### config.mk
export PLATFORM = sky130hd
export DESIGN_NAME = mem_arbiter
export DESIGN_NICKNAME = d
export VERILOG_FILES = /design/src/rtl/mem_arb_pkg.sv /design/src/rtl/arb_pick.sv /design/src/rtl/mem_arbiter.sv
export SDC_FILE = /design/constraint.sdc
export NUM_CORES = 1
export LEC_CHECK = 0
export ABC_AREA = 1
export CAP_MARGIN = 5
export CORE_MARGIN = 8
export CORE_UTILIZATION = 40
export CTS_CLUSTER_DIAMETER = 50
export DETAILED_ROUTE_END_ITERATION = 16
export HOLD_SLACK_MARGIN = 0.08
export PLACE_DENSITY = 0.85
export REMOVE_ABC_BUFFERS = 1
export SLEW_MARGIN = 20
export SYNTH_ARGS = -nofsm -noshare
export SYNTH_HDL_FRONTEND = slang
export SYNTH_SLANG_ARGS = --single-unit
### constraint.sdc
create_clock -name clk -period 4.6 [get_ports clk]
set_clock_uncertainty 0.2 [all_clocks]
set_input_delay 0.92 -clock clk [delete_from_list [all_inputs] [get_ports clk]]
set_output_delay 0.92 -clock clk [all_outputs]
set_load 0.005 [all_outputs]
### src/rtl/mem_arb_pkg.sv
// Shared types for the two-port memory arbiter: FSM states, port ids, word byte layout.
package mem_arb_pkg;

  typedef enum logic [1:0] {IDLE, BUSY, DONE} arb_state_t;

  localparam logic PORT_IF = 1'b0;
  localparam logic PORT_DC = 1'b1;

  typedef logic [7:0] byte4_t [0:3];

endpackage

### src/rtl/arb_pick.sv
// Combinational winner select between ifetch (port 0) and dcache (port 1).
// MEM_ARB_FIXED_PRIO_EN: dcache always wins a tie; otherwise round-robin on last_grant.
module arb_pick
  import mem_arb_pkg::*;
(
  input  logic if_req,
  input  logic dc_req,
  input  logic last_grant,
  output logic any_req,
  output logic pick
);

  assign any_req = if_req | dc_req;

`ifdef MEM_ARB_FIXED_PRIO_EN
  logic unused_last_grant;
  assign unused_last_grant = last_grant;
  assign pick = dc_req ? PORT_DC : PORT_IF;
`else
  always_comb begin
    pick = dc_req ? PORT_DC : PORT_IF;
    if (if_req && dc_req) pick = ~last_grant;
  end
`endif

endmodule

### src/rtl/mem_arbiter.sv
// Serialises ifetch and dcache word transactions onto one memory port.
// Arbitration policy is selected in arb_pick via MEM_ARB_FIXED_PRIO_EN.
module mem_arbiter
  import mem_arb_pkg::*;
#(
  parameter int MEM_LATENCY = 1
) (
  input  logic        clk,
  input  logic        rst_b,
  input  logic        if_req,
  input  logic [31:0] if_addr,
  output byte4_t      if_rdata,
  output logic        if_done,
  input  logic        dc_req,
  input  logic        dc_we,
  input  logic [31:0] dc_addr,
  input  byte4_t      dc_wdata,
  output byte4_t      dc_rdata,
  output logic        dc_done,
  output logic [31:0] mem_addr,
  output byte4_t      mem_data_in,
  input  byte4_t      mem_data_out,
  output logic        mem_write_en,
  output logic        busy
);

  localparam int CW = 4;

  arb_state_t    state;
  logic [CW-1:0] cnt;
  logic          last_grant;
  logic          win;
  logic          we_q;
  logic          any_req;
  logic          pick;
  logic          pick_we;

  arb_pick u_pick (
    .if_req     (if_req),
    .dc_req     (dc_req),
    .last_grant (last_grant),
    .any_req    (any_req),
    .pick       (pick)
  );

  assign pick_we = (pick == PORT_DC) && dc_we;
  assign busy    = (state != IDLE);

  always_ff @(posedge clk or negedge rst_b) begin
    if (!rst_b) begin
      state        <= IDLE;
      cnt          <= '0;
      last_grant   <= PORT_DC;
      win          <= PORT_IF;
      we_q         <= 1'b0;
      mem_addr     <= '0;
      mem_data_in  <= '{default: 8'h00};
      mem_write_en <= 1'b0;
      if_done      <= 1'b0;
      dc_done      <= 1'b0;
      if_rdata     <= '{default: 8'h00};
      dc_rdata     <= '{default: 8'h00};
    end else begin
      if_done      <= 1'b0;
      dc_done      <= 1'b0;
      mem_write_en <= 1'b0;
      case (state)
        IDLE: begin
          if (any_req) begin
            win      <= pick;
            we_q     <= pick_we;
            mem_addr <= (pick == PORT_DC) ? dc_addr : if_addr;
            for (int i = 0; i < 4; i++)
              mem_data_in[i] <= pick_we ? dc_wdata[i] : 8'h00;
            cnt          <= CW'(MEM_LATENCY - 1);
            // strobe is registered, so it is raised one edge ahead of the final BUSY cycle
            mem_write_en <= pick_we && (MEM_LATENCY == 1);
            state        <= BUSY;
          end
        end
        BUSY: begin
          if (cnt != '0) begin
            cnt          <= cnt - CW'(1);
            mem_write_en <= we_q && (cnt == CW'(1));
          end else begin
            if (!we_q) begin
              if (win == PORT_DC) dc_rdata <= mem_data_out;
              else                if_rdata <= mem_data_out;
            end
            if (win == PORT_DC) dc_done <= 1'b1;
            else                if_done <= 1'b1;
            state <= DONE;
          end
        end
        DONE: begin
          last_grant <= win;
          state      <= IDLE;
        end
        default: state <= IDLE;
      endcase
    end
  end

endmodule

## Yosys cells after proc, flatten, opt, wreduce, memory -nomap -nowiden

Index checks and enable logic that the tools add are counted.

| word-level totals | value |
|---|---|
| bits in registers | 140 |
| input bits | 133 |
| output and inout bits | 132 |
| logic and storage cells | 67 |

| operators by class | value |
|---|---|
| add/sub/neg operators | 1 |
| equality and inequality tests | 6 |
| muxes and demuxes | 22 |
| bitwise logic cells | 5 |
| reduce and logical (&&, ||, !) cells | 12 |

Operator list:

| cell | count |
|---|---|
| $mux W32 | 1 |
| $mux W8 | 4 |
| $mux W1 | 10 |
| $mux W4 | 2 |
| $pmux W4 S2 | 1 |
| $reduce_and A4 Y1 | 2 |
| $ne A2 B2 Y1 const B | 3 |
| $eq A4 B1 Y1 const B | 1 |
| $mux W2 | 2 |
| $not A1 Y1 | 4 |
| $pmux W2 S2 | 1 |
| $reduce_and A2 Y1 | 2 |
| $reduce_bool A2 Y1 | 2 |
| $reduce_bool A4 Y1 | 1 |
| $sub A4 B1 Y4 const B | 1 |
| $logic_and A1 B1 Y1 | 3 |
| $reduce_and A3 Y1 | 1 |
| $eq A2 B1 Y1 const B | 1 |
| $eq A2 B2 Y1 const B | 1 |
| $logic_not A2 Y1 | 1 |
| $pmux W1 S2 | 1 |
| $or A1 B1 Y1 | 1 |

## Logic depth before layout (Yosys ltp)

Gate-level depths: netlist of the first run.

| depth | value |
|---|---|
| word-level depth | 5 |
| mapped depth | 8 |
| mapped depth without buffers | 7 |

## By module

From an unflattened synthesis of the first run, not the netlist that was laid out.

| second synthesis, totals | value |
|---|---|
| cell total of the unflattened synthesis | 675 |
| area total of the unflattened synthesis | 5,808.1 sq um |

Modules (own cells, without submodules):

| module | instances | cells each | area each (sq um) | seq. area each (sq um) |
|---|---|---|---|---|
| mem_arbiter | 1 | 672 | 5,793.1 | 3,504.6 |
| arb_pick | 1 | 3 | 15.0 | 0.0 |

## Least setup slack after synthesis of the first run

Ideal clock, no wire load.

| timing path | value |
|---|---|
| path kind | in2reg |
| start point | input if_req |
| end point | register mem_data_in[13] in the netlist's numbering |
| setup time | 0.132 ns |
| data arrival time | 1.615 ns |
| required time | 4.268 ns |
| slack | 2.653 ns |
| stages | 6 |
| buffers on the path | 1 |
| path through | nand2_1 > nand2_1 > inv_2 > nand3_2 > clkbuf_1 > o21ai_0 |

| between the ends | value |
|---|---|
| cells in the longest elaborated chain, start to end | 4 |
| elaborated cells on any way between the ends | 6 |
| those cells by class | mux: 2; bitwise: 1; reduce/logical: 3 |

Ends and longest elaborated chain:

| item | line | text |
|---|---|---|
| from (decl) | mem_arbiter.sv:10 | `input logic if_req,` |
| $logic_and A1 B1 Y1 | arb_pick.sv:22 | `if (if_req && dc_req) pick = ~last_grant;` |
| $mux W1 | arb_pick.sv:22 |  |
| $logic_and A1 B1 Y1 | mem_arbiter.sv:46 | `assign pick_we = (pick == PORT_DC) && dc_we;` |
| $mux W8 | mem_arbiter.sv:74 | `mem_data_in[i] <= pick_we ? dc_wdata[i] : 8'h00;` |
| to (signal, indexed assignment) | mem_arbiter.sv:74 |  |
| to (decl) | mem_arbiter.sv:21 | `output byte4_t mem_data_in,` |

Several ways; a longest one is shown, not always the timed one.
A chain may end at the register's enable or synchronous reset.

## Final worst setup path of the first run

| timing path | value |
|---|---|
| start point | input dc_req |
| end point | register mem_data_in[13] in the netlist's numbering |

| between the ends | value |
|---|---|
| cells in the longest elaborated chain, start to end | 4 |
| elaborated cells on any way between the ends | 7 |
| those cells by class | mux: 3; bitwise: 1; reduce/logical: 3 |

Ends and longest elaborated chain:

| item | line | text |
|---|---|---|
| from (decl) | mem_arbiter.sv:14 | `input logic dc_req,` |
| $mux W1 / $logic_and A1 B1 Y1 (equally long branches) | arb_pick.sv:21, arb_pick.sv:22 |  |
| $mux W1 | arb_pick.sv:22 |  |
| $logic_and A1 B1 Y1 | mem_arbiter.sv:46 |  |
| $mux W8 | mem_arbiter.sv:74 |  |

Several ways; a longest one is shown, not always the timed one.

==> results of run 1 <==
[how the worst max path moves through the flow]
stage	end	cells past startpoint
CTS	mem_data_in[13]	5
global placement	mem_data_in[29]	5
floorplan	mem_addr[10]	4
finish	mem_data_in[13]	5
global route	mem_data_in[4]	5
detailed placement	mem_data_in[13]	5
[layout by cell type, fill, tap and decap left out, types with 4 or more instances in the layout]
cell type and count:
nand2_1 267, clkdlybuf4s50_1 263, dfrtp_1 139, o21ai_0 63, inv_1 39, nor2_1 39, o21ai_1 38, clkbuf_16 17
buf_4 6, inv_2 5, clkbuf_8 4, clkbuf_1 4
[power by group through the flow]
stage               combinational, mW  sequential, mW  clock, mW
global placement                 2.45            2.12          0
CTS                              2.53            2.14       1.43
detailed placement               2.51            2.15          0
global route                     2.73            2.21       1.48
floorplan                       0.847            2.17          0
finish                           2.48            2.14       1.40
[cell families after synthesis]
kind of cell	after synthesis	share of synthesized area, %
DFF	140	61.8
AOI/OAI and AO/OA	104	9.27
xor gates and xnor gates	1	0.154
adders and majority gates	3	0.662
buffers and inverters	75	5.67
and+or+nand+nor	320	22.5
[area by class of cell]
type | count | share of cell area (%)
Clock buffer | 25 | 5.48
Inverter | 44 | 1.83
Tap cell | 180 | 2.49
Multi-Input combinational cell | 428 | 20.5
Sequential cell | 140 | 38.7
Clock inverter | 7 | 1.26
Timing Repair Buffer | 270 | 29.7
[critical path, stage by stage]
cell and delay (ps):
clkdlybuf4s50_1 530, nand2_1 110, inv_2 380, nand3_2 600, o21ai_0 420
[flip-flops by register name, indices dropped and copies added (netlist names), 2 cells and up]
| signal | flops |
|---|---|
| cnt | 4 |
| dc_rdata | 32 |
| if_rdata | 32 |
| mem_addr | 32 |
| mem_data_in | 32 |
| state | 2 |
[per-stage QoR]
stage | hold slack [ps] | util (%) | instance area (um2)
after detailed placement | 257 | 60.8 | 8440
after floorplan | 265 | - | 5520
after global placement | 252 | 60.8 | 8440
after global routing | 282 | 65.2 | 9050
after CTS | 271 | 65.2 | 9050
final | 267 | 65.2 | 9050
[layer usage]
metal / up-vias / GRT usage, % / part of all wire [%]
met2: 145 / 35.6 / 53
met1: 2476 / 22.9 / 38
met3: 34 / 5.50 / 5.4
li1: 2519 / - / -
met4: 0 / 9.75 / 3.1
met5: - / 0 / 0
==> qor.yml, run 1 <==
power.share.combinational_pct: 41.1
power.share.clock_pct: 23.3
synth-seq-area-share_pct: 61.8
synth_area_leader_cell: "dfrtp_1"
synth_most_common_cell: "nand2_1"
gp_congestion: 0.845
synth_cell_type_count: 22
dp_hpwl_um: 13500
fin_total_pwr_mw: 6.02
clockBufferDepth: 2
postSynthAreaPerCell_um2: 8.82
syn_area_mm2: 0.00567
final_nets: 1037
worstMarginPinSlew_ps: 768
p_switching_mw: 1.96
ir_worst_vdd_mv: 0.297
fin_setup_tns_ps: 0
clockRootBuffer: "clkbuf_16"
worstHoldStart: "if_rdata[23]"
final_antenna_net_count: 0
rsz0062_at_grt: "no"
avgViaCountPerCell: 4.73
fp.dieW_um: 135
r2r_cells: 7
dp_cells: 1062
drive_above_1_share_pct: 5.58
endpoint_kind: "register"
path_clk_slew_ps: 50
r2r_end: "if_rdata[5]"
multiInputGateArea_mm2: 0.00185
ys.warnings.count: 0
grt_pass1_wl_um: 28900
cts_setup_buffers: 0
final-seq-area_mm2: 0.00350
area_delta_synth_final_pct: 59.5
start_kind: "primary input"
ys_async_sr_fraction_pct: 100
swShare_pct: 32.5
ios: 265
maxCapViolCount: 0
synth_top_area_share_pct: 61.3
slew_headroom_pct: 48.6
core_mm2: 0.0139
cts_hold_repair.buffers: 0
layout_min_cycle_time_ps: 2870
grt_pass1_vias: 5352
rows: 43
period_share_pct: 62.4
antenna_found_initial: 0
holdPathStages: 2
synth_cells: 643
grt_usage_pct: 20.5
p_leak_nw: 4.27
fmax_ghz: 0.348
arrival_ps: 2970
slew_viol_final: 0
place_worst_setup_slack_ps: 1270
drt_wl_total_um: 18700
p_per_area_mw_per_mm2: 665
insertion_delay_ps: 410
worst_hold_path.endpoint: "if_rdata[23]"
setup.worst_path.class: "in -> reg"
io_buffers: 264
start_util_pct: 40.9
synth_edf_count: 0
fillers: 1138
timing.rr.start: "cnt[0]"
wl_per_cell_um: 17.1
intPower_mw: 4.06
fp.dieH_um: 135
grt_start_max_net_pins: 76
firstDrtPassIters: 5
r2r_slack_ps: 2270
startpoint: "dc_req"
setup_viol: 0
grt-ovfl-total: 0
synth_area_leaders: "dfrtp_1 61%, nand2_1 18%, o21ai_0 5.6%"
instances_no_fill: 1094
clock_sinks: 140
cts_tree: "done"
hold_path.class: "reg -> reg"
finalHoldViolations: 0
cts_buffers: 17
timing.critical_path.fanout_max: 34
setup_ws_ps: 1730
synth_flop_cell: "dfrtp_1"
post_cts_resized: 0
antenna_cells: 0
via_count: 5174
htree_levels: 4
yosys-top-cells-count: "267 x nand2_1, 139 x dfrtp_1, 63 x o21ai_0"
drtIter0Drc: 327
status: "finished, final reports clean"
dieArea_mm2: 0.0182
ys_ff_latch: 140
seqPwrFrac_pct: 35.6
required_ps: 4700
route.detailed.drc: 0
Note: power is estimated with default switching activity, not from simulation.
==> run 2: changes to the inputs <==
Settings changed: CORE_UTILIZATION 40 to 37, PLACE_DENSITY 0.85 to 0.83.
Clock period 4.6 ns to 2.6 ns, I/O delays scaled along.
==> qor.yml, run 2 (synthesis results as in run 1) <==
antenna_cells: 0
antenna_found_initial: 0
clock_sinks: 140
slowest_delay_ps: 480
cts_buffers: 17
area_delta_synth_final_pct: 61.3
critPathBufInv: 2
p_leak_nw: 4.32
setup_viol: 0
endpoint_kind: "primary output"
arrival_ps: 1650
dp_cells: 1076
status: "finished, final reports clean"
timing.critical_path.fanout_max: 4
fin_setup_tns_ps: 0
rows: 45
grt_start_max_net_pins: 69
setup.worst_path.class: "reg -> out"
avgViaCountPerCell: 4.73
slew_headroom_pct: 64.3
placed_area_mm2: 0.00853
final_nets: 1044
timing.hold.ws_ps: 267
layout_min_cycle_time_ps: 2370
multiInputGateArea_mm2: 0.00185
drt_wl_total_um: 18900
clockBufferDepth: 2
instances_no_fill: 1109
route.detailed.drc: 0
ios: 265
core_mm2: 0.0151
ir_worst_vdd_mv: 0.591
grt-ovfl-total: 0
design_area_mm2: 0.00915
firstDrtPassIters: 4
dp_hpwl_um: 13600
maxCapViolCount: 0
grt_usage_pct: 19.6
final-seq-area_mm2: 0.00350
rsz0062_at_grt: "no"
start_kind: "register"
via_count: 5247
period_share_pct: 91.2
clockRootBuffer: "clkbuf_16"
required_ps: 1880
io_buffers: 264
path_cells: "nor2_2 > inv_1 > clkdlybuf4s50_1"
worstMarginPinSlew_ps: 535
finalHoldViolations: 0
slew_viol_final: 0
cts_tree: "done"
cts_setup_buffers: 0
fillers: 1260
final_common_cell: "nand2_1"
r2r_slack_ps: 680
drive_above_1_share_pct: 6.51
grt_pass1_vias: 5433
path_clk_slew_ps: 60
gp_congestion: 0.810
dieArea_mm2: 0.0195
final_antenna_net_count: 0
fp.dieW_um: 140
grt_pass1_wl_um: 30000
p_per_area_mw_per_mm2: 1180
insertion_delay_ps: 410
hold_path.class: "reg -> reg"
start_util_pct: 37.6
cp_top_family: "buffers and inverters"
wl_per_cell_um: 17.0
drtIter0Drc: 405
htree_levels: 4
cpMaxStageDelayCell: "clkdlybuf4s50_1"
fmax_ghz: 0.422
fp.dieH_um: 140
mostFrequentLayoutCells: "267 x nand2_1, 263 x clkdlybuf4s50_1, 139 x dfrtp_1"
-- run 2: cell count changes in the layout (fill, tap and decap cells not counted), moves of 2 or more --
cell / before / now
clkinv_2: 3 / 5
buf_12: 0 / 3
buf_4: 6 / 9
clkbuf_1: 4 / 1
-- run 2: worst reg2reg max path: cells and delay by family, from the launching register on --
kind | cells | cell delay [ps]
buffers and inverters | 2 | 510
and+or+nand+nor | 4 | 570
DFF | 1 | 390
adders and majority gates | 1 | 190
-- run 2: through the flow --
| step | worst slack [ps] | util [%] | total power [mW] |
|---|---|---|---|
| final | 230 | 60.6 | 10.8 |
| after global routing | 138 | 60.6 | 11.5 |
| after CTS | 189 | 60.6 | 10.9 |
| after detailed placement | 345 | 56.5 | 8.32 |
| after global placement | 426 | 56.5 | 8.15 |
| after floorplan | -220 | - | 5.33 |
-- run 2: routing by layer --
| metal | vias up | global-route usage, % | routed length [um] |
|---|---|---|---|
| li1 | 2536 | - | - |
| met1 | 2494 | 21.5 | 7190 |
| met2 | 180 | 34.6 | 10100 |
| met3 | 37 | 5.23 | 1050 |
| met4 | 0 | 9.31 | 563 |
| met5 | - | 0 | 0 |
-- run 2: worst paths after layout --
path,end,from,depth (start not counted)
max reg2reg,if_rdata[10],cnt[0],7
min reg2reg,dc_rdata[9],dc_rdata[9],2
max in group asynchronous,dc_rdata[17],rst_b,3
min in group asynchronous,mem_data_in[3],rst_b,2
max,busy,state[1],3
min,dc_rdata[9],dc_rdata[9],2
-- run 2: timing repair --
item | in CTS | in global routing
resized for setup | 0 | 0
hold buffers | 1 | 0
endpoints found under the hold margin | 47 | 0
-- run 2: report_power, final --
part / internal, mW / switching [mW] / leakage (nW) / total, mW
registers: 3.21 / 0.581 / 1.75 / 3.79
clock network: 1.58 / 0.920 / 0.303 / 2.50
logic: 2.41 / 2.05 / 2.26 / 4.47
-- run 2: area by class of cell --
class / count / share of cell area [%]
well taps: 188 / 2.57
clock buffers: 21 / 5.14
clock inverters: 11 / 1.53
repair buffers: 277 / 30.4
flip-flops and latches: 140 / 38.3
multi-input cells: 428 / 20.3
inverters: 44 / 1.80
